[src/rtl/led_breather_pkg.sv]
// Shared types and default parameters for the LED breather.
package led_breather_pkg;

  typedef enum logic [1:0] {
    StRise   = 2'd0,
    StHoldHi = 2'd1,
    StFall   = 2'd2,
    StHoldLo = 2'd3
  } phase_e;

  localparam int unsigned CntWDef      = 31;
  localparam int unsigned PwmWDef      = 8;
  localparam int unsigned StepBitDef   = 14;
  localparam int unsigned HoldStepsDef = 64;

endpackage

[src/rtl/led_breather_if.sv]
// Counter-in / LED-out bundle for led_breather; slave is the breather, master the driver.
interface led_breather_if
  import led_breather_pkg::*;
#(
  parameter int unsigned CNT_W = CntWDef,
  parameter int unsigned PWM_W = PwmWDef
) ();

  logic [CNT_W-1:0] count;
  logic             en;
  logic             LED;
  logic [PWM_W-1:0] level;
  logic [1:0]       phase;
  logic             step_o;

  modport master (output count, en, input LED, level, phase, step_o);
  modport slave  (input count, en, output LED, level, phase, step_o);

endinterface

[src/rtl/led_breather_rise_edge_det.sv]
// Registered rising-edge detector; output is combinational from the live input.
module rise_edge_det (
  input  logic i_clk,
  input  logic i_rst,
  input  logic i_d,
  output logic o_rise
);

  logic r_prev;

  always_ff @(posedge i_clk or posedge i_rst) begin
    if (i_rst) begin
      r_prev <= 1'b0;
    end else begin
      r_prev <= i_d;
    end
  end

  assign o_rise = i_d & ~r_prev;

endmodule

[src/rtl/led_breather.sv]
// Breathing-LED controller: ramp/hold FSM plus PWM, all timed from the external counter bus.
module led_breather
  import led_breather_pkg::*;
#(
  parameter int unsigned CNT_W      = CntWDef,
  parameter int unsigned PWM_W      = PwmWDef,
  parameter int unsigned STEP_BIT   = StepBitDef,
  parameter int unsigned HOLD_STEPS = HoldStepsDef
) (
  input  logic           CLK,
  input  logic           RST,
  led_breather_if.slave  bus
);

  localparam int unsigned      HoldW    = (HOLD_STEPS > 1) ? $clog2(HOLD_STEPS) : 1;
  localparam logic [HoldW-1:0] HoldLast = HoldW'(HOLD_STEPS - 1);
  localparam logic [HoldW-1:0] HoldOne  = HoldW'(1);
  localparam logic [PWM_W-1:0] LevelMax = '1;
  localparam logic [PWM_W-1:0] LevelOne = PWM_W'(1);

  phase_e           r_phase;
  logic [PWM_W-1:0] r_level;
  logic [PWM_W-1:0] r_duty;
  logic [HoldW-1:0] r_hold_cnt;
  logic             r_led;
  logic             r_step;

  logic             w_step;
  logic             w_period_start;
  logic [PWM_W-1:0] w_duty_eff;

  rise_edge_det u_step_det (
    .i_clk  (CLK),
    .i_rst  (RST),
    .i_d    (bus.count[STEP_BIT]),
    .o_rise (w_step)
  );

  assign w_period_start = (bus.count[PWM_W-1:0] == '0);
  // The shadow loads on period start, so the comparator must see the new value that cycle too.
  assign w_duty_eff     = w_period_start ? r_level : r_duty;

  always_ff @(posedge CLK or posedge RST) begin
    if (RST) begin
      r_phase    <= StRise;
      r_level    <= '0;
      r_duty     <= '0;
      r_hold_cnt <= '0;
      r_led      <= 1'b0;
      r_step     <= 1'b0;
    end else begin
      r_step <= w_step;
      r_led  <= bus.en & (bus.count[PWM_W-1:0] < w_duty_eff);
      if (w_period_start) begin
        r_duty <= r_level;
      end
      if (w_step && bus.en) begin
        unique case (r_phase)
          StRise: begin
            if (r_level == LevelMax) begin
              r_phase    <= StHoldHi;
              r_hold_cnt <= '0;
            end else begin
              r_level <= r_level + LevelOne;
            end
          end
          StHoldHi: begin
            if (r_hold_cnt == HoldLast) begin
              r_phase    <= StFall;
              r_hold_cnt <= '0;
            end else begin
              r_hold_cnt <= r_hold_cnt + HoldOne;
            end
          end
          StFall: begin
            if (r_level == '0) begin
              r_phase    <= StHoldLo;
              r_hold_cnt <= '0;
            end else begin
              r_level <= r_level - LevelOne;
            end
          end
          StHoldLo: begin
            if (r_hold_cnt == HoldLast) begin
              r_phase    <= StRise;
              r_hold_cnt <= '0;
            end else begin
              r_hold_cnt <= r_hold_cnt + HoldOne;
            end
          end
        endcase
      end
    end
  end

  assign bus.LED    = r_led;
  assign bus.level  = r_level;
  assign bus.phase  = r_phase;
  assign bus.step_o = r_step;

endmodule

[src/flat_wrapper.sv]
// flat-port wrapper written by rule: the top's interface ports become plain ports
module led_breather_flat import led_breather_pkg::*;
#(
  parameter int unsigned CNT_W      = CntWDef,
  parameter int unsigned PWM_W      = PwmWDef,
  parameter int unsigned STEP_BIT   = StepBitDef,
  parameter int unsigned HOLD_STEPS = HoldStepsDef
)
  (CLK, RST, bus_count, bus_en, bus_LED, bus_level, bus_phase, bus_step_o);
  led_breather_if #(.CNT_W(CNT_W), .PWM_W(PWM_W)) bus_i ();
  input  logic CLK;
  input  logic RST;
  input wire logic [$bits(bus_i.count)-1:0] bus_count;
  input wire logic [$bits(bus_i.en)-1:0] bus_en;
  output wire logic [$bits(bus_i.LED)-1:0] bus_LED;
  output wire logic [$bits(bus_i.level)-1:0] bus_level;
  output wire logic [$bits(bus_i.phase)-1:0] bus_phase;
  output wire logic [$bits(bus_i.step_o)-1:0] bus_step_o;
  assign bus_i.count = bus_count;
  assign bus_i.en = bus_en;
  assign bus_LED = bus_i.LED;
  assign bus_level = bus_i.level;
  assign bus_phase = bus_i.phase;
  assign bus_step_o = bus_i.step_o;
  led_breather #(.CNT_W(CNT_W), .PWM_W(PWM_W), .STEP_BIT(STEP_BIT), .HOLD_STEPS(HOLD_STEPS)) u_core (.CLK(CLK), .RST(RST), .bus(bus_i));
endmodule
[config.mk]
export PLATFORM = sky130hd
export DESIGN_NAME = led_breather_flat
export DESIGN_NICKNAME = d
export VERILOG_FILES = /design/src/rtl/led_breather_pkg.sv /design/src/rtl/led_breather_if.sv /design/src/rtl/led_breather_rise_edge_det.sv /design/src/rtl/led_breather.sv /design/src/flat_wrapper.sv
export SDC_FILE = /design/constraint.sdc
export NUM_CORES = 1
export LEC_CHECK = 0
export ABC_AREA = 1
export BUFFER_PORTS_ARGS = -buffer_cell sky130_fd_sc_hd__buf_2
export CORE_MARGIN = 2
export CORE_UTILIZATION = 57
export DETAILED_ROUTE_END_ITERATION = 16
export PLACE_DENSITY = 0.85
export SYNTH_ARGS = -nofsm -noshare
export SYNTH_HDL_FRONTEND = slang
export SYNTH_SLANG_ARGS = --single-unit
[constraint.sdc]
create_clock -name CLK -period 3.3 [get_ports CLK]
set_clock_uncertainty 0.2 [all_clocks]
set_input_delay 0.66 -clock CLK [delete_from_list [all_inputs] [get_ports CLK]]
set_output_delay 0.66 -clock CLK [all_outputs]
set_load 0.005 [all_outputs]
* Word-level counts from Yosys, hierarchy flattened *
Cells that the tools add are included.

word-level totals
  bits in registers = 27
  bits of input ports = 34
  output and inout port bits = 12
  logic and storage cells = 47

operators by class
  $add $sub $neg = 3
  order comparisons = 1
  equality and inequality tests = 11
  muxes and demuxes = 13
  bitwise gates (word level) = 3
  reductions and logical operators = 9

operators by type and width
  operator                                           count
  2-to-1 mux 8 bit                                   3
  2-to-1 mux 6 bit                                   3
  one-hot mux 6 bit (3 select lines)                 1
  logical NOT 8 bit                                  2
  one-hot mux 8 bit (2 select lines)                 1
  adder 8 x 1 -> 8 bit (second input constant)       1
  == test 8 bit (second input constant)              1
  less-than comparator 8 bit                         1
  2-to-1 mux 2 bit                                   4
  != test 2 x 1 -> 1 bit (second input constant)     4
  one-hot mux 2 bit (4 select lines)                 1
  subtractor 8 x 1 -> 8 bit (second input constant)  1
  adder 6 x 1 -> 6 bit (second input constant)       1
  == test 6 bit (second input constant)              1
  AND reduction 5 bit                                1
  == test 2 bit (second input constant)              2
  != test 2 bit (second input constant)              2
  AND reduction 4 bit                                1
  AND reduction 3 bit                                1
  bitwise AND 1 bit                                  2
  == test 2 x 1 -> 1 bit (second input constant)     1
  logical NOT 2 bit                                  1
  nonzero test 2 bit                                 1
  OR reduction 2 bit                                 1
  2 further kinds                                    2

* Longest topological paths before layout *
  depth after elaboration = 4
  mapped depth = 13
  mapped depth without buffers = 12

* Modules after synthesis *
From an unflattened synthesis, not the netlist that was laid out.

unflattened totals
  cells, all modules = 214
  area, all modules = 1736.7 um^2

modules (own cells, without submodules)
  module         instances  cells an instance  area an instance (um^2)  seq. area each (um^2)
  led_breather   1          210                1697.9                   650.6
  rise_edge_det  1          4                  38.8                     25.0

* Worst setup path before layout *
Ideal clock, no wire load.

  path kind = input to register
  start = in bus_count[1]
  end = reg u_core.r_led, in the netlist u_core.bus.LED
  library setup time = 77 ps
  arrival = 1961 ps
  required time = 3023 ps
  setup slack = 1062 ps
  cell stages on the path = 11
  buffers on the path = 1
  cells stage by stage = nor2_1 > nand2_1 > nor2_1 > buf_4 > nand2_1 > o21ai_0 > inv_1 > ha_1 > a21oi_1 > nand2_1 > a21oi_1

between the ends
  longest elaborated chain between the ends = 4

RTL lines
  item                        RTL line            RTL
  start: declaration          flat_wrapper.sv:13  input wire logic [$bits(bus_i.count)-1:0] bus_count;
  logical NOT 8 bit           led_breather.sv:39  assign w_period_start = (bus.count[PWM_W-1:0] == '0);
  2-to-1 mux 8 bit            led_breather.sv:41  assign w_duty_eff = w_period_start ? r_level : r_duty;
  via u_core.w_duty_eff[3]    led_breather.sv:30  logic [PWM_W-1:0] w_duty_eff;
  less-than comparator 8 bit  led_breather.sv:53  r_led <= bus.en & (bus.count[PWM_W-1:0] < w_duty_eff);
  bitwise AND 1 bit           led_breather.sv:53
  end signal: assignment      led_breather.sv:53
  end: declaration            led_breather.sv:25  logic r_led;

The timed path passes the listed nets, and every way through them passes these cells.
A chain may end at the register's enable or synchronous reset.

* Worst setup path in the final report *
  start = reg u_core.r_phase[0], in the netlist u_core.bus.phase[0]
  end = reg u_core.r_level[6], in the netlist u_core.bus.level[6]

between the ends
  longest elaborated chain between the ends = 3
  elaborated cells on any way between the ends = 7
  classes of those cells = eq/ne (3); mux (1); reduce/logical (3)

RTL lines
  item                                                                  RTL line            RTL
  start: declaration                                                    led_breather.sv:21  phase_e r_phase;
  start signal: assignment                                              led_breather.sv:45  r_phase <= StRise;
  start signal: assignment                                              led_breather.sv:61  r_phase <= StHoldHi;
  start signal: assignment                                              led_breather.sv:69  r_phase <= StFall;
  == test 2 bit / logical NOT 2 bit (equally long branches)             led_breather.sv:58  unique case (r_phase)
  != test 2 bit (no line) / nonzero test 2 bit (equally long branches)  n/a
  AND reduction 4 bit (no line)                                         n/a
  end signal: assignment                                                led_breather.sv:64  r_level <= r_level + LevelOne;
  end signal: assignment                                                led_breather.sv:80  r_level <= r_level - LevelOne;
  end: declaration                                                      led_breather.sv:22  logic [PWM_W-1:0] r_level;

Several ways; a longest one is shown, not always the timed one.

==> out/results.txt <==
In this run, the number of DRC markers left after iteration 0 of detailed routing was 49. Measured against its own limit, the worst slew margin works out to 34.0%. The worst hold path belongs to the class reg -> reg. From bottom edge to top edge, the die measures 59.7 microns.

The initial antenna violation count is 0. Of the synthesized area, sequential elements account for 38.3%. The clock input transition at the sequential cells of the worst setup and hold paths works out to 0.14 ns.

Setup repair after global routing left no endpoint under its margin. Counting distinct cell types in the post-synthesis netlist gives 27. The post-place setup slack was 0.834 ns. The largest driver fanout on the critical path came out at 10. The clock reaches the later pin of the worst-skew pair after 0.34 ns. The number of endpoints failing setup at the final stage came out at 0. Setup slack on the critical path of the routed design comes to 0.833 ns.

For this design, the CTS-stage hold fixing added 0 buffers. For the standard cell core area, the log shows 3000 sq um. The endpoint type of the worst setup path was a flip-flop. The worst path uses 74.8% of the clock period.

The flip-flop and latch count after synthesis is 27, and the total wirelength of the detailed-routed design is 3.11 mm. For this run, the post-layout net count is 301. In this run the post-CTS setup repair buffer count came out at 0. The count of antenna diodes in the layout is 0, and the average routed wire per standard cell is 11.1 microns.

Clock tree synthesis found a total of 27 sinks. Power spread over the standard cell area amounts to 781 nW/um^2. Cell row count: 20. Once layout is complete, the utilization of the core stands at 64.5%. The worst ir drop on vdd came out at 0.000614 V. TritonCTS built the clock tree. In the final layout, the share of cells above drive strength 1 is 17.0%. The HPWL after detailed placement is 2.50 mm.

Once layout is done, the placed cells without fillers occupy 1940 sq um. The number of CTS-inserted buffers is 3. The via count is 1450. The first detailed-routing pass took 4 iterations. The number of standard cells after synthesis is 221. Summed over all failing endpoints, the final setup total negative slack is 0 ns. In this run, post-CTS repair resized a total of 0 instances.

For the routability congestion estimate, the log shows 0.768. Among all cell types in the netlist, the one instantiated most often is nand2_1. The run finished with clean final reports. At the pin with the least slew margin, the transition time is 0.988 ns.

The run gives 0 as the DRC violation count after routing. The run gives 1316 as the via count of the first global-routing pass. For this design the top-level I/O count stands at 46. The run gives 0 as the remaining antenna violation count. For this configuration, the core starts out at a cell density of 58.8%.

The die is 59.7 microns wide. The tools report the required time reported for the critical path endpoint as 3.37 ns. For the max-slew violation total from the final report, the log shows 0. After detailed routing, the number of vias per cell comes to 5.18. The internal reg-to-reg setup slack is 0.83 ns, and the synthesis-to-layout area growth is 9.78%. By area the synthesized netlist is led by dfrtp_1 (38%), ha_1 (13%), nand2_1 (10%), inv_1 (8.5%), o21ai_0 (5.1%). The tools report the H-tree level count as 1. The tool flagged a number of max-cap violations equal to 0. The synthesized design contains 0 enable-type register cells. The mapped netlist covers 1770 sq um.

The clock passes through at most 2 buffers. The number of nets in the synthesized netlist is 274. The maximum clock frequency is 405 MHz, and the arrival time at the worst endpoint is 2.54 ns.

By startpoint and endpoint, the worst setup path is classified as reg -> reg. The number of cells in the design after placement is 276. Global routing consumed, on the met1 layer, 27.3% of the routing resources. The async set or reset register ratio after synthesis is 100%.

Entering global routing, the biggest net connects 28 pins. Root buffer cell: clkbuf_4. The number of hold-slack violations in the final timing report came out at 0.

The busiest layer in global routing was met2. In this run the static leakage power is 0.00108 uW. The synthesized design spends more area on one cell type than any other, namely dfrtp_1. In this run the tool buffered the top-level ports with 23 buffer cells. Across every metal layer, demand over resource in global routing totals 20.4%. Among all flip-flop cells after synthesis, the most frequent one is dfrtp_1. The synthesized design devotes to its leading area cell type 38.3% of total area. STA classifies the critical path startpoint as a flip-flop.

The global-route wire length before repair is 5.50 mm, and the met2 track demand over resource is 33.2%. The commonest cells after synthesis are nand2_1 (47), inv_1 (40), dfrtp_1 (27). For this run, global-route usage on met3 was measured as 1.95%. Minimum clock period after layout: 2.47 ns. A synthesized cell averages 7.99 sq um. The floorplan step defined a die boundary enclosing 3560 sq um.

The warning count from the yosys run was 0; the placed standard-cell area was 1910 sq um. For the filler-free cell count of the finished design, the log shows 280. The tools report the leftover overflow at the end of global routing as 0.
-- placed cells by master (no fill, tap or decap), drive strengths merged, types with 3 or more instances in the layout --
master  count
buf        25
a21oi       6
nand2      47
nand3      11
nor2       20
nand4       5
clkbuf      3
dfrtp      27
o21ai      24
nor3        4
inv        41
xor2        6
ha         18
-- worst max-delay path, cell delays in order (launching register included) --
cell     delay [ns]
dfrtp_1        0.45
inv_1          0.09
ha_1           0.41
inv_1          0.12
fa_1           0.42
o21ai_0        0.24
nand2_1        0.10
nand2_1        0.07
nand2_1        0.07
nand2_1        0.06
nand2_1        0.04
a31oi_1        0.11
-- power breakdown --
| part | total, uW | switching (uW) | internal [uW] |
|---|---|---|---|
| clock | 144 | 98.1 | 45.7 |
| sequential | 553 | 119 | 435 |
| combinational | 816 | 477 | 339 |
-- per-layer routing --
metal,share of wire (%),vias up
met1,48,666
met3,3.0,5
met2,47,27
li1,-,752
met5,0,-
met4,2.3,0
-- state kept, by name, indices dropped and copies added, names as in the netlist --
name	cells
u_core.bus.level	8
u_core.r_duty	8
u_core.r_hold_cnt	6
u_core.bus.phase	2
u_core.bus.LED	1
u_core.bus.step_o	1
u_core.u_step_det.r_prev	1
-- cell families (layout without fill, tap and decap cells) --
logic type | after synthesis | after routing | synth area share, %
simple gates | 89 | 89 | 22.7
fa+ha+maj | 19 | 19 | 13.9
flops | 27 | 27 | 38.3
compound gates | 34 | 34 | 10.9
xor+xnor | 8 | 8 | 3.97
buf+inv | 44 | 70 | 10.2
-- worst paths after layout --
kind                                           from                        to  cells past startpoint
max                             u_core.bus.phase[0]       u_core.bus.level[6]                     11
min                        u_core.u_step_det.r_prev         u_core.bus.step_o                      1
max reg2reg                     u_core.bus.phase[0]       u_core.bus.level[6]                     11
min reg2reg                u_core.u_step_det.r_prev         u_core.bus.step_o                      1
max in group asynchronous                       RST       u_core.bus.level[2]                      2
min in group asynchronous                       RST  u_core.u_step_det.r_prev                      2
-- through the flow --
step	hold slack [ns]	power, uW
after floorplan	0.199	1170
after global placement	0.206	1350
after detailed placement	0.211	1380
after CTS	0.229	1530
after global routing	0.218	1690
final	0.226	1510
-- layout make-up --
type	instances	area (sq um)
Fill cell	259	1060
Multi-Input combinational cell	150	910
Sequential cell	27	676
Inverter	41	154
Timing Repair Buffer	25	130
Tap cell	33	41.3
Clock buffer	3	22.5
Clock inverter	1	5.00
Note: power is estimated with default switching activity, not from simulation.
